## config.mk

```make
export PLATFORM = sky130hd
export DESIGN_NAME = dmem_wbuf
export DESIGN_NICKNAME = d
export VERILOG_FILES = /design/src/rtl/dmem_wbuf.sv
export SDC_FILE = /design/constraint.sdc
export NUM_CORES = 1
export LEC_CHECK = 0
export ABC_AREA = 1
export CAP_MARGIN = 0
export CORE_MARGIN = 4
export CORE_UTILIZATION = 30
export DETAILED_ROUTE_END_ITERATION = 10
export PLACE_DENSITY = 0.47
export SYNTH_ARGS = -nofsm -noshare
export SYNTH_HDL_FRONTEND = slang
export SYNTH_SLANG_ARGS = --single-unit
```

## constraint.sdc

```tcl
create_clock -name clk -period 5.3 [get_ports clk]
set_input_delay 0.795 -clock clk [delete_from_list [all_inputs] [get_ports clk]]
set_output_delay 0.795 -clock clk [all_outputs]
set_load 0.05 [all_outputs]
```

## src/rtl/dmem_wbuf.sv

```systemverilog
// Data-memory front end with a posted store buffer; loads are forwarded from
// the buffer on a hit, otherwise a single blocking read goes out to memory.
module dmem_wbuf #(
  parameter int DEPTH = 4
) (
  input  logic        clk,
  input  logic        rst_n,
  input  logic [31:0] cpu_addr,
  input  logic        cpu_we,
  input  logic        cpu_re,
  input  logic [31:0] cpu_wdata,
  output logic [31:0] cpu_rdata,
  output logic        cpu_stall,
  output logic        mem_req,
  output logic        mem_we,
  output logic [31:0] mem_addr,
  output logic [31:0] mem_wdata,
  input  logic        mem_gnt,
  input  logic        mem_rvalid,
  input  logic [31:0] mem_rdata
);

  // state   | meaning
  // IDLE    | accept stores, forward hits, drain buffer head
  // RD_REQ  | load miss issued, waiting for grant
  // RD_WAIT | read granted, waiting for read data
  // RD_DONE | present captured read data for one cycle

  localparam int PW = (DEPTH > 1) ? $clog2(DEPTH) : 1;
  localparam logic [PW:0]   FULL  = (PW+1)'(DEPTH);
  localparam logic [PW-1:0] P_ONE = PW'(1);
  localparam logic [PW:0]   C_ONE = (PW+1)'(1);

  typedef enum logic [1:0] {IDLE, RD_REQ, RD_WAIT, RD_DONE} state_t;

  state_t        state_q, state_d;
  logic [PW-1:0] head_q, head_d, tail_q, tail_d;
  logic [PW:0]   count_q, count_d;
  logic [29:0]   ent_addr_q [DEPTH];
  logic [29:0]   ent_addr_d [DEPTH];
  logic [31:0]   ent_data_q [DEPTH];
  logic [31:0]   ent_data_d [DEPTH];
  logic [29:0]   rd_addr_q, rd_addr_d;
  logic [31:0]   rd_q, rd_d;

  logic          hit;
  logic [31:0]   hit_data;
  logic [PW-1:0] idx;
  logic          enq, pop, load_cyc;
  logic          unused_addr_bits;

  assign unused_addr_bits = ^cpu_addr[1:0];
  assign load_cyc = cpu_re && !cpu_we;

  // Walk oldest to youngest so the last match seen is the youngest store.
  always_comb begin
    hit      = 1'b0;
    hit_data = '0;
    idx      = '0;
    for (int i = 0; i < DEPTH; i++) begin
      idx = head_q + PW'(i);
      if (((PW+1)'(i) < count_q) && (ent_addr_q[idx] == cpu_addr[31:2])) begin
        hit      = 1'b1;
        hit_data = ent_data_q[idx];
      end
    end
  end

  always_comb begin
    state_d   = state_q;
    rd_addr_d = rd_addr_q;
    rd_d      = rd_q;
    enq       = 1'b0;
    pop       = 1'b0;
    cpu_rdata = '0;
    cpu_stall = 1'b0;
    mem_req   = 1'b0;
    mem_we    = 1'b0;
    mem_addr  = '0;
    mem_wdata = '0;
    if (rst_n) begin
      case (state_q)
        IDLE: begin
          if (cpu_we) begin
            if (count_q != FULL) enq = 1'b1;
            else                 cpu_stall = 1'b1;
          end else if (cpu_re) begin
            if (hit) begin
              cpu_rdata = hit_data;
            end else begin
              cpu_stall = 1'b1;
              mem_req   = 1'b1;
              mem_addr  = {cpu_addr[31:2], 2'b00};
              rd_addr_d = cpu_addr[31:2];
              state_d   = mem_gnt ? RD_WAIT : RD_REQ;
            end
          end
          // Any load owns the cycle: a hit needs no memory op, a miss has priority.
          if (!load_cyc && (count_q != '0)) begin
            mem_req   = 1'b1;
            mem_we    = 1'b1;
            mem_addr  = {ent_addr_q[head_q], 2'b00};
            mem_wdata = ent_data_q[head_q];
            pop       = mem_gnt;
          end
        end
        RD_REQ: begin
          cpu_stall = 1'b1;
          mem_req   = 1'b1;
          mem_addr  = {rd_addr_q, 2'b00};
          if (mem_gnt) state_d = RD_WAIT;
        end
        RD_WAIT: begin
          cpu_stall = 1'b1;
          if (mem_rvalid) begin
            rd_d    = mem_rdata;
            state_d = RD_DONE;
          end
        end
        RD_DONE: begin
          cpu_rdata = rd_q;
          state_d   = IDLE;
        end
        default: state_d = IDLE;
      endcase
    end
  end

  always_comb begin
    ent_addr_d = ent_addr_q;
    ent_data_d = ent_data_q;
    head_d     = head_q;
    tail_d     = tail_q;
    count_d    = count_q;
    if (enq) begin
      ent_addr_d[tail_q] = cpu_addr[31:2];
      ent_data_d[tail_q] = cpu_wdata;
      tail_d             = tail_q + P_ONE;
    end
    if (pop) head_d = head_q + P_ONE;
    if (enq && !pop)      count_d = count_q + C_ONE;
    else if (!enq && pop) count_d = count_q - C_ONE;
  end

  always_ff @(posedge clk) begin
    if (!rst_n) begin
      state_q   <= IDLE;
      head_q    <= '0;
      tail_q    <= '0;
      count_q   <= '0;
      rd_addr_q <= '0;
      rd_q      <= '0;
    end else begin
      state_q   <= state_d;
      head_q    <= head_d;
      tail_q    <= tail_d;
      count_q   <= count_d;
      rd_addr_q <= rd_addr_d;
      rd_q      <= rd_d;
    end
  end

  // Entry storage needs no reset; validity comes from head/count.
  always_ff @(posedge clk) begin
    ent_addr_q <= ent_addr_d;
    ent_data_q <= ent_data_d;
  end

endmodule

```

# After elaboration in Yosys (flattened, before gate mapping)
# Cells that the tools add are included.
# word_totals
ff_bits	319
input_bits	102
wordCells	151
# classes
n_mux	81
n_reduce_logical	20
bitwise_logic	7
magnitude_cmp	10
eq_ne	13
addsub	6
# op_table
op	count
32-bit 2-to-1 mux	25
30-bit 2-to-1 mux	9
32-bit binary-select mux with 2-bit select	4
30-bit binary-select mux with 2-bit select	4
128-bit bitwise mux	1
32-bit one-hot mux with 2 select lines	2
120-bit bitwise mux	1
30-bit equality test	4
32-bit demux with 2-bit select	1
30-bit demux with 2-bit select	1
1-bit 2-to-1 mux	22
3-bit >= comparator (second input constant)	5
2-bit inverter with 3-bit output	5
2-bit 2-to-1 mux	6
2-bit inequality test (second input constant)	5
1-bit logical AND	9
2-bit one-hot mux with 4 select lines	1
1-bit by 3-bit less-than comparator with 1-bit output (first input constant)	2
2-bit by 3-bit less-than comparator with 1-bit output (first input constant)	2
3-bit 2-to-1 mux	2
5-bit AND reduction	1
2-bit by 1-bit adder with 2-bit output (second input constant)	2
2-bit adder (second input constant)	2
2-bit equality test (second input constant)	2
other kinds (14)	19

# Logic depth before layout (Yosys ltp)
# Gate-level depths: netlist (run 1).
# logic_depth
word_depth	16
mapped_depth	23
mapped_depth_nobuf	19

# Least setup slack after synthesis (run 1)
# No wires, ideal clock.
# synth_timing
path_type	input port to flip-flop
from	in rst_n
to	reg ent_addr_q[0] (netlist name) (enable)
setup_slack_ns	0.907
path_buffers	1
arrival_time_ns	3.911
stages	3
cell_sequence	clkbuf_1 > nand3_1 > nor2_1
# synth_via
elab_chain_len	1
# synth_rtl
element	line_no	source
from (decl)	7	input logic rst_n,
1-bit 2-to-1 mux	81	if (rst_n) begin
to (signal assigned)	165	ent_addr_q <= ent_addr_d;
to (decl)	39	logic [29:0] ent_addr_q [DEPTH];
# No other way between the ends.
# A chain may end at the register's enable or synchronous reset.

# Worst setup path in the final report (run 1)
# layout_timing
from	reg head_q[0]
to	out mem_addr[31]
# layout_via
elab_chain_len	16
# layout_rtl
element	line_no	source
from (decl)	37	logic [PW-1:0] head_q, head_d, tail_q, tail_d;
from (signal assigned)	148	head_q <= '0;
from (signal assigned)	155	head_q <= head_d;
2-bit by 1-bit adder with 2-bit output / 2-bit inverter with 3-bit output (equally long branches)	61, 62, 102	
2-bit inverter with 3-bit output (not written as such) / 30-bit binary-select mux with 2-bit select (equally long branches)	62, 102	
30-bit binary-select mux with 2-bit select / 30-bit 2-to-1 mux (equally long branches)	62, 102	
30-bit 2-to-1 mux (on tied branches)	62, 102	
30-bit 2-to-1 mux (not written as such) / 30-bit equality test (equally long branches)	62	if (((PW+1)'(i) < count_q) && (ent_addr_q[idx] == cpu_addr[31:2])) begin
30-bit equality test / 1-bit logical AND (equally long branches)	62	
1-bit logical AND / 1-bit 2-to-1 mux (equally long branches)	62	
1-bit 2-to-1 mux (3 in series)	62	
32-bit 2-to-1 mux	88	if (hit) begin
32-bit 2-to-1 mux	87	end else if (cpu_re) begin
32-bit 2-to-1 mux	84	if (cpu_we) begin
32-bit 2-to-1 mux (*)	99	if (!load_cyc && (count_q != '0)) begin
32-bit one-hot mux with 2 select lines (*)	82	case (state_q)
32-bit 2-to-1 mux (*)	81	
to (decl)	16	output logic [31:0] mem_addr,
# Every way passes the cells marked *; elsewhere a longest branch is shown, timed or not. The select of a mux whose other input is x is not followed.

==> impl_metrics.tcl, run 1 <==
set metrics [dict create \
    vias 21500 \
    die_h_um 276 \
    yosysWarnings 0 \
    cts_tree "built" \
    area_delta_synth_final_pct 23.6 \
    num-nets-final 3554 \
    antenna_found_initial 2 \
    worst_pin_slew_ns 1.11 \
    yosysUniqueCellTypes 34 \
    syn_avg_cell_area_um2 6.52 \
    hold_viol 0 \
    wl_um 81600 \
    finalMaxSlewViolations 0 \
    fill_cells 7656 \
    ant_nets 0 \
    postLayoutCoreUtil 0.374 \
    path_cells "buf_4 -> nand2_1 -> nand2_4 -> buf_4 -> nand2_1 -> nand2_1 -> nand2_1 -> nand2_1 -> nor2_1 -> nand2_1 -> nor2_1 -> nand2_1 -> nor2_4 -> nor2_2 -> nand3_2 -> inv_4 -> nand2_1 -> a21oi_1 -> buf_12" \
    timing.final.crit_period_ns 5.06 \
    cts.sinks 319 \
    fin_tns_setup_ns 0 \
    cap_violations 0 \
    cpMostUsedCell "nand2_1" \
    ys_ff_latch 319 \
    rr_endpoint "rd_addr_q[1]" \
    cts_buffer_depth 3 \
    hpwl_um 54600 \
    post_cts_buffers 0 \
    grt_overflow_total 0 \
    max_clock_freq_mhz 198 \
    viasPerCell 4.85 \
    cts_root_buf "clkbuf_16" \
    p_leak_nw 11.7 \
    setup_viol 0 \
    yosysSeqAreaShare 0.411 \
    h-tree-depth 2 \
    first_iter_violations 1680 \
    path_class "flop to output port" \
    cpPeakStageDelay_ns 0.51 \
    chipWidth_um 276 \
    power_density_nw_per_um2 371 \
    cp_num_cells 19 \
    worstSetupEndpoint "mem_addr[31]" \
    path_delay_family "simple AND/OR/NAND/NOR gates" \
    crit_required_ns 4.51 \
    grt_max_degree 232 \
    track_usage 0.205 \
    slew_headroom 0.258 \
    r2r_start "head_q[0]" \
    setup.worst_path.start_class "flop" \
    first_global_vias 19900 \
    ioPinCount 201 \
    status "complete, no violations" \
    row_count 98 \
    initial_core_util 0.302 \
    reg2reg_slack_ns 1.93 \
    drt_drc_violations_left 0 \
    seqCellArea_um2 8870 \
    grt_pass1_wl_um 122000 \
    globalplace.congestion 0.874 \
    clk_latency_ns 0.59 \
    rsz0062_at_grt "no" \
    clk_pin_slew_ns 0.06 \
    netlist_area_um2 21600 \
    end_kind "output port" \
    io_buffers 196 \
    fin_crit_sh 0.954 \
    fin_skew_ns 0.0420 \
    hp-class "flop to flop" \
    drtPass1Iterations 7 \
    cpMaxStageDelayCell "a21oi_1" \
    multiInputGateArea_um2 10800 \
    peakVddDrop_v 0.000208 \
    r2r_cells 19 \
    cp_max_fo 29 \
    netlist_instances 3315 \
    coreArea_um2 71500 \
    cp_num_buf_inv 4 \
    drive_gt1_frac 0.0766 \
    wire_per_inst_um 18.4 \
    arrival_ns 4.26 \
    die_area_um2 76400 \
    cts_inserted_buffers 41 \
    crit_start "head_q[0]" \
]
==> worst min-delay path, cell delays in order, from the launching register on <==
cell,delay (ns)
dfxtp_1,0.31
nand2_1,0.06
a21oi_1,0.05
==> per-layer routing <==
metal | up-vias | track usage | share of wire | wire, um
li1 | 10900 | - | - | -
met1 | 9900 | 0.289 | 0.47 | 38400
met2 | 567 | 0.336 | 0.45 | 37100
met3 | 79 | 0.0311 | 0.058 | 4700
met4 | 0 | 0.0399 | 0.018 | 1460
met5 | - | 0 | 0 | 0
==> synthesized netlist by cell type, drive strengths merged <==
cell       n  share of area
nand3    291          0.068
o21a       1        0.00035
nand2   1309           0.23
o22ai      1        0.00029
nor2     381          0.067
dfxtp     71          0.066
or2        2        0.00058
ha        14         0.0081
a21oi    126          0.029
buf      109          0.029
xor2       4         0.0016
a31oi      1        0.00029
clkinv     1        0.00017
nor3       4        0.00093
a21boi     1        0.00035
clkbuf    85          0.015
o21ai    359          0.083
nand4     33         0.0096
conb       1        0.00017
xnor2      1        0.00041
inv      272          0.047
edfxtp   248           0.34
==> logic make-up (layout without fill, tap and decap cells) <==
group / Yosys count / in the layout / synth area share
compound gates: 489 / 489 / 0.114
xor+xnor: 5 / 5 / 0.00203
fa+ha+maj: 14 / 14 / 0.00811
buf+inv: 467 / 622 / 0.0913
flops: 319 / 319 / 0.411
other cells: 1 / 4 / 0.000174
simple gates: 2020 / 2020 / 0.374
==> final cells by class <==
class | instances | share of cell area
well taps | 950 | 0.0445
multi-input cells | 2530 | 0.405
inverters | 273 | 0.0387
diodes | 2 | 0.000187
clock buffers | 58 | 0.0439
clock inverters | 18 | 0.00904
repair buffers | 273 | 0.126
flip-flops and latches | 319 | 0.332
==> worst min-delay path by stage <==
stage                        startpoint       endpoint  slack [ns]  depth (start not counted)
after CTS                 rd_addr_q[18]  rd_addr_q[18]        0.47                          2
final                     rd_addr_q[17]  rd_addr_q[17]        0.47                          2
after detailed placement  rd_addr_q[18]  rd_addr_q[18]        0.46                          2
after floorplan           rd_addr_q[24]  rd_addr_q[24]        0.44                          2
after global routing      rd_addr_q[11]  rd_addr_q[11]        0.47                          2
after global placement    rd_addr_q[14]  rd_addr_q[14]        0.45                          2
==> state kept, by name, indices dropped and copies added (netlist names) <==
signal	cells
count_q	3
ent_addr_q	120
ent_data_q	128
head_q	2
rd_addr_q	30
rd_q	32
state_q	2
tail_q	2
==> per-stage QoR <==
stage          total power [mW]  std cells  setup WS [ns]  instance area, um^2  hold slack [ns]
6_report                   9.90       4423          0.242                26700            0.466
5_1_grt                    10.5       4422        0.00626                26700            0.473
4_1_cts                    9.98       4420          0.146                26700            0.466
3_5_place_dp               6.99       4344          0.445                25200            0.458
3_3_place_gp               6.98       4344          0.413                25200            0.452
2_1_floorplan              5.53       3316          0.907                21600            0.445
==> report_power, final <==
group          internal (mW)  total, mW  switching [mW]  leakage (nW)
Clock                   1.79       2.96            1.17         0.694
Sequential              2.92       3.02          0.0976          2.82
Combinational           1.15       3.92            2.77          8.22
==> layout by cell type, fill, tap and decap left out, types with 3 or more instances in the layout <==
master,instances
clkbuf_1,10
nor3_1,4
nor2_1,368
nand3_1,290
inv_2,3
clkbuf_8,6
bufinv_16,5
xor2_1,4
clkdlybuf4s50_1,99
buf_12,82
nor2_2,6
o21ai_0,331
clkinv_2,8
nor2_4,7
inv_1,265
clkinv_1,4
a21oi_1,126
buf_4,87
clkbuf_16,43
nand2_1,1306
ha_1,13
nand4_1,33
o21ai_1,28
dfxtp_1,69
edfxtp_1,248
==> repair_timing <==
action                     4_1_cts  5_1_grt
hold buffers                     0        0
setup endpoints to repair        0       44
gates resized for setup          0        6
(Power assumes the default switching activity.)
==> run 2, diff against run 1 <==
CORE_MARGIN = 2   (was 4)
CORE_UTILIZATION = 59   (was 30)
PLACE_DENSITY = 0.82   (was 0.47)
==> impl_metrics.tcl, run 2 (same netlist as run 1, synthesis figures left out) <==
set metrics [dict create \
    status "complete, no violations" \
    fill_cells 2899 \
    setup.worst_path.start_class "flop" \
    dp.cells 3841 \
    track_usage 0.373 \
    final_common_cell "nand2_1" \
    die_area_um2 38200 \
    reg_top3 "ent_data_q: 128 flops, ent_addr_q: 120 flops, rd_q: 32 flops" \
    fin_skew_ns 0.0165 \
    chipWidth_um 195 \
    cts_inserted_buffers 37 \
    hpwl_um 46800 \
    drt_drc_violations_left 0 \
    path_cells "buf_4 -> nand3_1 -> nand2_1 -> nand2_1 -> nand2_1 -> nor2_1 -> nand2_1 -> nor2_1 -> nand2_1 -> nor2_4 -> nor2_2 -> nand3_2 -> inv_2 -> buf_4 -> nand2_1 -> a21oi_1 -> buf_4" \
    grt_max_degree 148 \
    ioPinCount 201 \
    cpPeakStageDelay_ns 0.57 \
    wl_um 71800 \
    drtPass1Iterations 6 \
    cts-hold-fix-buffers 0 \
    worst_slack_ns 0.130 \
    drive_gt1_frac 0.0700 \
    dpl_worst_slack_ns 0.329 \
    power_density_nw_per_um2 370 \
    ant_nets 0 \
    h-tree-depth 2 \
    antenna_found_initial 5 \
    grt_overflow_total 0 \
    largest_register "ent_data_q" \
    coreArea_um2 36300 \
    finalInstanceArea_um2 25600 \
    worst_pin_slew_ns 1.10 \
    first_iter_violations 2714 \
    slew_headroom 0.264 \
    die_h_um 195 \
    total_power_mw 9.48 \
    crit_required_ns 4.51 \
    cap_violations 0 \
    layout_common_cells "1306 x nand2_1, 368 x nor2_1, 331 x o21ai_0, 290 x nand3_1, 266 x inv_1" \
    num-nets-final 3531 \
    path_class "flop to output port" \
    fin_tns_setup_ns 0 \
    clk_latency_ns 0.56 \
    row_count 70 \
    largest_reg_flops 128 \
    cpMostUsedCell "nand2_1" \
    cts_root_buf "clkbuf_16" \
    area_delta_synth_final_pct 18.7 \
    grt_pass1_wl_um 112000 \
    timing.final.crit_period_ns 5.17 \
    end_kind "output port" \
    hp-class "flop to flop" \
    cpMaxStageDelayCell "dfxtp_4" \
    p_leak_nw 11.5 \
    viasPerCell 5.91 \
    setup_viol 0 \
    max_clock_freq_mhz 193 \
    clk_pin_slew_ns 0.06 \
    hold_viol 0 \
    io_buffers 196 \
    cp_max_fo 40 \
    stdcell_count 3916 \
    first_global_vias 21700 \
    fin_crit_sh 0.976 \
    cts_tree "built" \
    wire_per_inst_um 18.3 \
    vias 23200 \
    peakVddDrop_v 0.000314 \
    finalMaxSlewViolations 0 \
    globalplace.congestion 1.00 \
    initial_core_util 0.594 \
    placed_area_um2 24300 \
    arrival_ns 4.38 \
    cts_buffer_depth 3 \
    cts.sinks 319 \
]
==> run 2: cell count changes in the layout (fill, tap and decap cells not counted), sizes merged, moves of 2 or more <==
cell and change:
buf -20, bufinv -2, clkbuf -10, clkinv +2, clkinvlp +2, diode +2
==> run 2: what timing repair did <==
item	in CTS	in global routing
setup endpoints to repair	32	44
setup buffers	0	2
gates resized for setup	2	7
endpoints found under the hold margin	0	0
gates cloned	0	1
==> run 2: layer usage <==
metal	vias to the layer above	part of all wire	track usage
li1	10900	-	-
met1	10400	0.37	0.482
met2	1519	0.45	0.601
met3	323	0.13	0.0682
met4	2	0.049	0.190
met5	-	0.00018	0
==> run 2: final timing paths <==
check,slack [ns],end,from,cells after the start
min,0.47,rd_addr_q[1],rd_addr_q[1],2
min reg2reg,0.47,rd_addr_q[1],rd_addr_q[1],2
max,0.13,mem_addr[31],head_q[1],17
max reg2reg,1.76,rd_addr_q[29],head_q[1],16
==> run 2: worst max-delay path: cells and delay by family (launching register included) <==
family	cells	cell delay [ns]
buffers and inverters	4	1.47
AOI/OAI and AO/OA	1	0.26
DFF	1	0.57
and+or+nand+nor	12	1.45
==> run 2: power breakdown <==
| group | total [mW] | internal [mW] | switching (mW) |
|---|---|---|---|
| combinational | 3.83 | 1.10 | 2.73 |
| clock | 2.62 | 1.54 | 1.08 |
| sequential | 3.04 | 2.92 | 0.117 |
| total | 9.48 | 5.56 | 3.93 |
==> run 2: layout make-up <==
| type | count | area [um^2] | area share |
|---|---|---|---|
| clock buffers | 47 | 1040 | 0.0404 |
| inverters | 273 | 1030 | 0.0403 |
| flip-flops and latches | 319 | 8880 | 0.346 |
| well taps | 468 | 586 | 0.0228 |
| clock inverters | 21 | 194 | 0.00756 |
| diodes | 4 | 10.0 | 0.000390 |
| multi-input cells | 2530 | 10800 | 0.422 |
| repair buffers | 254 | 3090 | 0.121 |
==> run 2: stage by stage <==
step,utilization,hold slack (ns)
after global placement,0.669,0.451
after floorplan,-,0.445
final,0.706,0.465
after global routing,0.705,0.483
after CTS,0.703,0.465
after detailed placement,0.669,0.456
